$ cat src/rtl/bin_oh_codec.sv
// Registered binary<->one-hot converter feeding a 2-deep in-order output FIFO.
// Each transaction picks its own direction; malformed codes are flagged and counted.
module bin_oh_codec #(
  parameter int Bin_w = 4,
  parameter int O_w   = 2**Bin_w,
  parameter int CNT_W = 8
) (
  input  logic             clk,
  input  logic             rst_n,
  input  logic             in_valid,
  output logic             in_ready,
  input  logic             in_mode,
  input  logic [O_w-1:0]   in_data,
  output logic             out_valid,
  input  logic             out_ready,
  output logic [O_w-1:0]   out_data,
  output logic             out_err,
  input  logic             clr_err,
  output logic [CNT_W-1:0] err_cnt
);

  typedef enum logic [1:0] {
    EMPTY = 2'd0,
    ONE   = 2'd1,
    FULL  = 2'd2
  } fill_e;

  fill_e            count_q, count_d;
  logic [O_w-1:0]   headData_q, headData_d;
  logic [O_w-1:0]   tailData_q, tailData_d;
  logic             headErr_q, headErr_d;
  logic             tailErr_q, tailErr_d;
  logic [CNT_W-1:0] errCnt_q, errCnt_d;

  logic             push, pop, errPush;
  logic             b2oRange;
  logic [O_w-1:0]   b2oData;
  logic             o2bSeen, o2bMulti, o2bErr;
  logic [Bin_w-1:0] o2bIdx;
  logic [O_w-1:0]   o2bData;
  logic [O_w-1:0]   convData;
  logic             convErr;

  // Any set bit above the binary field makes a binary operand out of range.
  generate
    if (O_w > Bin_w) begin : gRangeChk
      assign b2oRange = |in_data[O_w-1:Bin_w];
    end else begin : gNoRangeChk
      assign b2oRange = 1'b0;
    end
  endgenerate

  always_comb begin
    b2oData = '0;
    if (!b2oRange) begin
      b2oData = O_w'(1) << in_data[Bin_w-1:0];
    end
  end

  // Exact one-hot check: zero or multiple set bits are errors, no priority pick.
  always_comb begin
    o2bSeen  = 1'b0;
    o2bMulti = 1'b0;
    o2bIdx   = '0;
    for (int k = 0; k < O_w; k++) begin
      if (in_data[k]) begin
        if (o2bSeen) begin
          o2bMulti = 1'b1;
        end
        o2bSeen = 1'b1;
        o2bIdx  = Bin_w'(k);
      end
    end
    o2bErr  = !o2bSeen || o2bMulti;
    o2bData = o2bErr ? '0 : O_w'(o2bIdx);
  end

  assign convData = in_mode ? o2bData : b2oData;
  assign convErr  = in_mode ? o2bErr  : b2oRange;

  assign in_ready  = (count_q != FULL);
  assign out_valid = (count_q != EMPTY);
  assign push      = in_valid && in_ready;
  assign pop       = out_valid && out_ready;
  assign errPush   = push && convErr;

  // Head slot is cleared whenever it empties so the outputs read zero when idle.
  always_comb begin
    count_d    = count_q;
    headData_d = headData_q;
    headErr_d  = headErr_q;
    tailData_d = tailData_q;
    tailErr_d  = tailErr_q;
    case (count_q)
      EMPTY: begin
        if (push) begin
          headData_d = convData;
          headErr_d  = convErr;
          count_d    = ONE;
        end
      end
      ONE: begin
        if (push && pop) begin
          headData_d = convData;
          headErr_d  = convErr;
        end else if (push) begin
          tailData_d = convData;
          tailErr_d  = convErr;
          count_d    = FULL;
        end else if (pop) begin
          headData_d = '0;
          headErr_d  = 1'b0;
          count_d    = EMPTY;
        end
      end
      FULL: begin
        if (pop) begin
          headData_d = tailData_q;
          headErr_d  = tailErr_q;
          tailData_d = '0;
          tailErr_d  = 1'b0;
          count_d    = ONE;
        end
      end
      default: begin
        count_d    = EMPTY;
        headData_d = '0;
        headErr_d  = 1'b0;
        tailData_d = '0;
        tailErr_d  = 1'b0;
      end
    endcase
  end

  // A clear wins over the old value but still records an errored push in the same cycle.
  always_comb begin
    errCnt_d = errCnt_q;
    if (clr_err) begin
      errCnt_d = errPush ? CNT_W'(1) : '0;
    end else if (errPush && (errCnt_q != {CNT_W{1'b1}})) begin
      errCnt_d = errCnt_q + CNT_W'(1);
    end
  end

  always_ff @(posedge clk or negedge rst_n) begin
    if (!rst_n) begin
      count_q    <= EMPTY;
      headData_q <= '0;
      headErr_q  <= 1'b0;
      tailData_q <= '0;
      tailErr_q  <= 1'b0;
      errCnt_q   <= '0;
    end else begin
      count_q    <= count_d;
      headData_q <= headData_d;
      headErr_q  <= headErr_d;
      tailData_q <= tailData_d;
      tailErr_q  <= tailErr_d;
      errCnt_q   <= errCnt_d;
    end
  end

  assign out_data = headData_q;
  assign out_err  = headErr_q;
  assign err_cnt  = errCnt_q;

endmodule

$ cat config.mk
export PLATFORM = sky130hd
export DESIGN_NAME = bin_oh_codec
export DESIGN_NICKNAME = d
export VERILOG_FILES = /design/src/rtl/bin_oh_codec.sv
export SDC_FILE = /design/constraint.sdc
export NUM_CORES = 1
export LEC_CHECK = 0
export CORE_MARGIN = 4
export CORE_UTILIZATION = 39
export CTS_CLUSTER_SIZE = 10
export DETAILED_ROUTE_END_ITERATION = 10
export GPL_ROUTABILITY_DRIVEN = 0
export PLACE_DENSITY = 0.65
export RECOVER_POWER = 25
export SLEW_MARGIN = 20
export SYNTH_ARGS = -nofsm -noshare
export SYNTH_HDL_FRONTEND = slang
export SYNTH_SLANG_ARGS = --single-unit
$ cat constraint.sdc
create_clock -name clk -period 1.9 [get_ports clk]
set_input_delay 0.19 -clock clk [delete_from_list [all_inputs] [get_ports clk]]
set_output_delay 0.19 -clock clk [all_outputs]
set_load 0.01 [all_outputs]
-- After elaboration in Yosys (flattened, before gate mapping)
Cells that the tools add are included.
- register bits: 44
- output and inout bits: 27
- word-level logic and storage cells: 124
- bits of input ports: 22
- eq/ne operators: 11
- reduce and logical (&&, ||, !) cells: 14
- add/subtract/negate cells: 1
- multiplexer cells: 90
- bitwise gates (word level): 1
- shift operators: 1
- operators with widths (operator ; count):
    $mux W16 ; 8
    $pmux W16 S3 ; 2
    $mux W4 ; 15
    $mux W1 ; 55
    $mux W8 ; 2
    $shl A1 B4 Y16 const A ; 1
    $reduce_and A4 Y1 ; 3
    $reduce_or A12 Y1 ; 1
    $mux W2 ; 5
    $ne A2 B2 Y1 const B ; 5
    $ne A3 B3 Y1 const B ; 3
    $add A8 B1 Y8 const B ; 1
    $ne A8 B8 Y1 const B ; 1
    $pmux W1 S3 ; 2
    $pmux W2 S3 ; 1
    $logic_and A1 B1 Y1 ; 5
    $reduce_bool A2 Y1 ; 2
    $eq A2 B1 Y1 const B ; 1
    $eq A2 B2 Y1 const B ; 1
    $logic_not A2 Y1 ; 1
    $logic_not A1 Y1 ; 1
    $logic_or A1 B1 Y1 ; 1
    $not A1 Y1 ; 1

-- Longest topological paths before layout
- word-level depth: 37
- mapped depth: 9
- depth with buffers taken out: 7

-- Worst setup path after synthesis
No wires, ideal clock.
- path type: input to register
- start point: input in_data[0]
- end point: register tailData_q[2]
- path buffers: 3
- path slack: -0.376 ns
- arrival: 2.201 ns
- data required time: 1.825 ns
- library setup time: 0.075 ns
- cell stages on the path: 9
- path through: buf_6 or4_4 buf_6 o31ai_1 o21ai_1 nor4_4 buf_6 a21bo_4 o21ai_2
- longest elaborated chain between the ends: 37
- elaborated cells on any way between the ends: 55
- classes of those cells: shift (1); mux (52); reduce/logical (2)
- ends and longest elaborated chain (element ; RTL line ; RTL):
    from (decl) ; 13 ; input logic [O_w-1:0] in_data,
    $mux W1 ; 66 ; if (in_data[k]) begin
    $mux W1 ; 67 ; if (o2bSeen) begin
    $mux W1 ; 66 ;
    $mux W1 ; 67 ;
    $mux W1 ; 66 ;
    $mux W1 ; 67 ;
    $mux W1 ; 66 ;
    $mux W1 ; 67 ;
    [... 21 more ...] ; -- ;
    $mux W1 ; 67 ;
    $mux W1 ; 66 ;
    $logic_or A1 B1 Y1 ; 74 ; o2bErr = !o2bSeen || o2bMulti;
    $mux W4 ; 75 ; o2bData = o2bErr ? '0 : O_w'(o2bIdx);
    $mux W16 * ; 78 ; assign convData = in_mode ? o2bData : b2oData;
    $mux W16 * ; 106 ; end else if (push) begin
    $mux W16 * ; 103 ; if (push && pop) begin
    $pmux W16 S3 * ; 94 ; case (count_q)
    to (signal assigned) ; 157 ; tailData_q <= tailData_d;
    to (decl) ; 30 ; logic [O_w-1:0] tailData_q, tailData_d;
Mark *: on every way between the ends. The rest lies on a longest branch, timed or not. The select of a mux whose other input is x is not followed.
A chain may end at the register's enable or synchronous reset.

-- Final worst setup path
- start point: input in_data[2]
- end point: register errCnt_q[4] (netlist: err_cnt[4])
- longest elaborated chain between the ends: 32
- elaborated cells on any way between the ends: 47
- classes of those cells: mux (42); reduce/logical (5)
- ends and longest elaborated chain (element ; RTL line ; RTL):
    $mux W1 ; 66 ;
    $mux W1 ; 67 ;
    $mux W1 ; 66 ;
    $mux W1 ; 67 ;
    $mux W1 ; 66 ;
    $mux W1 ; 67 ;
    $mux W1 ; 66 ;
    $mux W1 ; 67 ;
    [... 16 more ...] ; -- ;
    $mux W1 ; 66 ;
    $mux W1 ; 67 ;
    $mux W1 ; 66 ;
    $logic_or A1 B1 Y1 * ; 74 ;
    $mux W1 * ; 79 ; assign convErr = in_mode ? o2bErr : b2oRange;
    $logic_and A1 B1 Y1 * ; 85 ; assign errPush = push && convErr;
    $logic_and A1 B1 Y1 * ; 140 ; end else if (errPush && (errCnt_q != {CNT_W{1'b1}})) begin
    $reduce_bool A2 Y1 (no source line) * ; -- ;
    to (signal assigned) ; 159 ; errCnt_q <= errCnt_d;
    to (decl) ; 33 ; logic [CNT_W-1:0] errCnt_q, errCnt_d;
Mark *: on every way between the ends. The rest lies on a longest branch, timed or not.

==> summary.md <==
| Metric | Value |
|---|---|
| Outcome | `finished, violations left` |
| Failing checks | `negative setup slack` |
| Max-cap violations | `0` |
| H-tree depth | `2` |
| Non-Filler Instances | `491` |
| Area contributors post-synth | `dfrtp_1 44%, o21ai_0 6.2%, nand2_1 5.1%` |
| Static leakage | `1.78 nW` |
| First-pass GRT wire length | `12900 um` |
| Die ar. | `7800 um^2` |
| Adder-cell share of the synthesized area | `0.00895` |
| Layout cell share with drive strength beyond 1 | `0.384` |
| Post-synth cell types | `57` |
| TNS Setup | `-2.81 ns` |
| Clk sink count | `44` |
| IO Pins | `49` |
| Setup crit start kind | `input pin` |
| Antenna fix cells | `0` |
| Area Overhead vs Synth | `67.9%` |
| Clock Root Buffer | `clkbuf_8` |
| Fill cells | `524` |
| Final WS setup | `-0.204 ns` |
| Largest area contributor in the netlist | `dfrtp_1` |
| Kind of critical path | `input pin to register` |
| Clock-pin slew on the worst setup and hold paths | `0.08 ns` |
| Unrepaired setup endpoints after global routing | `yes` |
| Worst Path Arrival | `2.29 ns` |
| Sequential cell area fraction in the yosys report | `0.438` |
| Violation count after the first detailed-route iteration | `162` |
| Final hold slack | `0.364 ns` |
| Max-slew headroom | `0.435` |
| Number of enable flip-flop cells after synthesis | `0` |
| Placed Cells | `462` |
| Core area | `6310 um^2` |
| Top FF cell, synth | `dfrtp_1` |
| Worst-margin pin slew | `0.848 ns` |
| Final Hold Vio Count | `0` |
| Detailed-route via count | `2744` |
| Die W | `88.3 um` |
| Net Switching | `0.695 mW` |
| FP Rows | `29` |
| Worst-skew pair later-pin latency | `0.30 ns` |
| Peak supply drop | `411 uV` |
| Synthesized flop and latch total | `44` |
| CTS tree | `built` |
| Int Pwr | `1.69 mW` |
| Min Clock Period, post-route | `2.10 ns` |
| Warnings, synthesis | `0` |
| Routed WL | `8240 um` |
| Netlist Area Pre-Place | `2520 um^2` |
| Post-synthesis mux area share | `0.00448` |
| First-pass iteration count of the detailed router | `4` |
| Simple-gate portion of the synthesized area | `0.222` |
| Count leader, synth | `dfrtp_1` |
| Avg Cell Area, Syn | `8.99 um^2` |
| DR DRC count | `0` |
| Synth Area in XOR/XNOR | `0.00348` |
| Cell Area, Placed | `3590 um^2` |
| Post-synth top cells | `44 x dfrtp_1, 34 x nand2_1, 31 x o21ai_0` |
| DP Worst Slack | `-0.872 ns` |
| Pin count of the biggest net entering global routing | `18` |
| Power Dens Cells | `566 nW/um^2` |
| Skew final | `0.00500 ns` |
| Fmax | `475 MHz` |
| Compound-Gate Fraction of Synth Area | `0.278` |
| Hpwl dp | `5650 um` |
| IO Port Bufs | `48` |
| Drt via density | `5.59` |
| Clock power share | `0.294` |
| Sw Ratio | `0.291` |
| Final ANT Viol Nets | `0` |
| Final setup violation count | `18` |
| Vias in the first global route | `2785` |
| CTS buffer count | `5` |
| Crit. End Element | `register` |
| Y dimension of the die | `88.3 um` |
| Share of the synthesized area in the top cell type | `0.438` |
| Routed len/inst | `16.8 um` |
| Final instance area | `4220 um^2` |
| Final period utilization | `1.11` |
| Final global-route overflow total | `0` |
| Fin. max-slew vios | `0` |
| Worst hold path type | `input pin to register` |
| Sequential share of power | `0.411` |
| Total GRT Usage | `0.212` |
| Initial Util | `0.399` |
| Synth Instances | `280` |
| Main combinational cell family by area after synthesis | `compound AO/OA/AOI/OAI gates` |
| Max Root-Sink Buffers | `2` |
| Nets@finish | `436` |
| Asr flop ratio synth | `1.00` |
| Initial antenna violation count | `0` |
| Crit path max fanout | `6` |
| Critical path required time | `2.09 ns` |
| Post-Syn Nets | `303` |
| Combinational power share | `0.295` |
[cell usage in the layout (no fill, tap or decap), types with 4 or more instances in the layout]
| cell | n |
|---|---|
| nor2_1 | 17 |
| buf_4 | 78 |
| o21ai_1 | 11 |
| dfrtp_1 | 44 |
| o31ai_1 | 6 |
| o21ai_2 | 5 |
| a22oi_1 | 13 |
| nor2b_1 | 8 |
| inv_1 | 9 |
| o21ai_0 | 19 |
| nor4_4 | 4 |
| nor3_1 | 5 |
| a21oi_1 | 9 |
| o211ai_1 | 4 |
| a21oi_2 | 4 |
| nand2_1 | 32 |
| buf_6 | 13 |
| dlygate4sd2_1 | 6 |
| clkdlybuf4s50_1 | 31 |
| clkbuf_8 | 5 |
[what timing repair did]
action	CTS	global route
resized for setup	88	37
cloned	1	0
hold buffers	1	0
endpoints found under the hold margin	12	0
setup endpoints to repair	34	33
setup buffers	17	5
pin swaps	30	31
[metrics by stage]
| stage | total power [mW] | util |
|---|---|---|
| 2_1_floorplan | 1.25 | - |
| 3_3_place_gp | 1.62 | 0.569 |
| 3_5_place_dp | 1.63 | 0.569 |
| 4_1_cts | 2.38 | 0.647 |
| 5_1_grt | 2.51 | 0.669 |
| 6_report | 2.39 | 0.669 |
[power by group through the flow]
stage | clock [mW] | sequential (mW) | combinational, mW
2_1_floorplan | 0 | 1.01 | 0.235
3_3_place_gp | 0 | 1.00 | 0.621
3_5_place_dp | 0 | 1.00 | 0.630
4_1_cts | 0.724 | 0.982 | 0.675
5_1_grt | 0.754 | 0.986 | 0.766
6_report | 0.703 | 0.982 | 0.705
[worst paths after layout]
kind | from | end | slack (ns) | cells past startpoint
max | in_data[2] | err_cnt[4]$_DFFE_PN0P_ | -0.20 | 9
max reg2reg | err_cnt[0]$_DFFE_PN0P_ | err_cnt[6]$_DFFE_PN0P_ | -0.09 | 6
min in group asynchronous | rst_n | out_data[1]$_DFFE_PN0P_ | 0.50 | 2
min reg2reg | out_data[14]$_DFFE_PN0P_ | out_data[14]$_DFFE_PN0P_ | 0.48 | 2
max in group asynchronous | rst_n | out_data[2]$_DFFE_PN0P_ | 0.51 | 3
min | in_data[1] | tailData_q[4]$_DFFE_PN0P_ | 0.36 | 3
[metal layers]
| metal | up-vias | routed length [um] | part of all wire | GRT usage |
|---|---|---|---|---|
| met5 | - | 0 | 0 | 0 |
| met4 | 0 | 209 | 0.025 | 0.0755 |
| met3 | 19 | 350 | 0.042 | 0.0326 |
| met2 | 75 | 4260 | 0.52 | 0.386 |
| met1 | 1322 | 3430 | 0.42 | 0.251 |
| li1 | 1328 | - | - | - |
[registers in the layout, summed over array words and instances (netlist names)]
signal,cells
count_q,2
err_cnt,8
out_data,16
out_err,1
tailData_q,16
tailErr_q,1
[kinds of logic after synthesis]
kind of cell	Yosys count
adder cells (fa/ha/maj)	2
flip-flops	44
AND/OR/NAND/NOR	105
buffers and inverters	24
multiplexers	1
XOR/XNOR	1
AO/OA/AOI/OAI	103
[critical path, cell delays in order]
cell and delay, ns:
buf_6 0.09, or4_4 0.56, buf_12 0.16, o41ai_4 0.39, nand2_1 0.14, nor4_4 0.24
buf_6 0.17, nor4b_4 0.05, mux2_4 0.29
[layout make-up]
| type | count | area, um^2 | share of cell area |
|---|---|---|---|
| flip-flops and latches | 44 | 1100 | 0.261 |
| repair buffers | 141 | 1220 | 0.289 |
| clock inverters | 2 | 35.0 | 0.00829 |
| clock buffers | 6 | 72.6 | 0.0172 |
| inverters | 9 | 33.8 | 0.00800 |
| well taps | 77 | 96.3 | 0.0228 |
| multi-input cells | 212 | 1660 | 0.394 |
No activity file was read; power rests on OpenSTA's default activity.
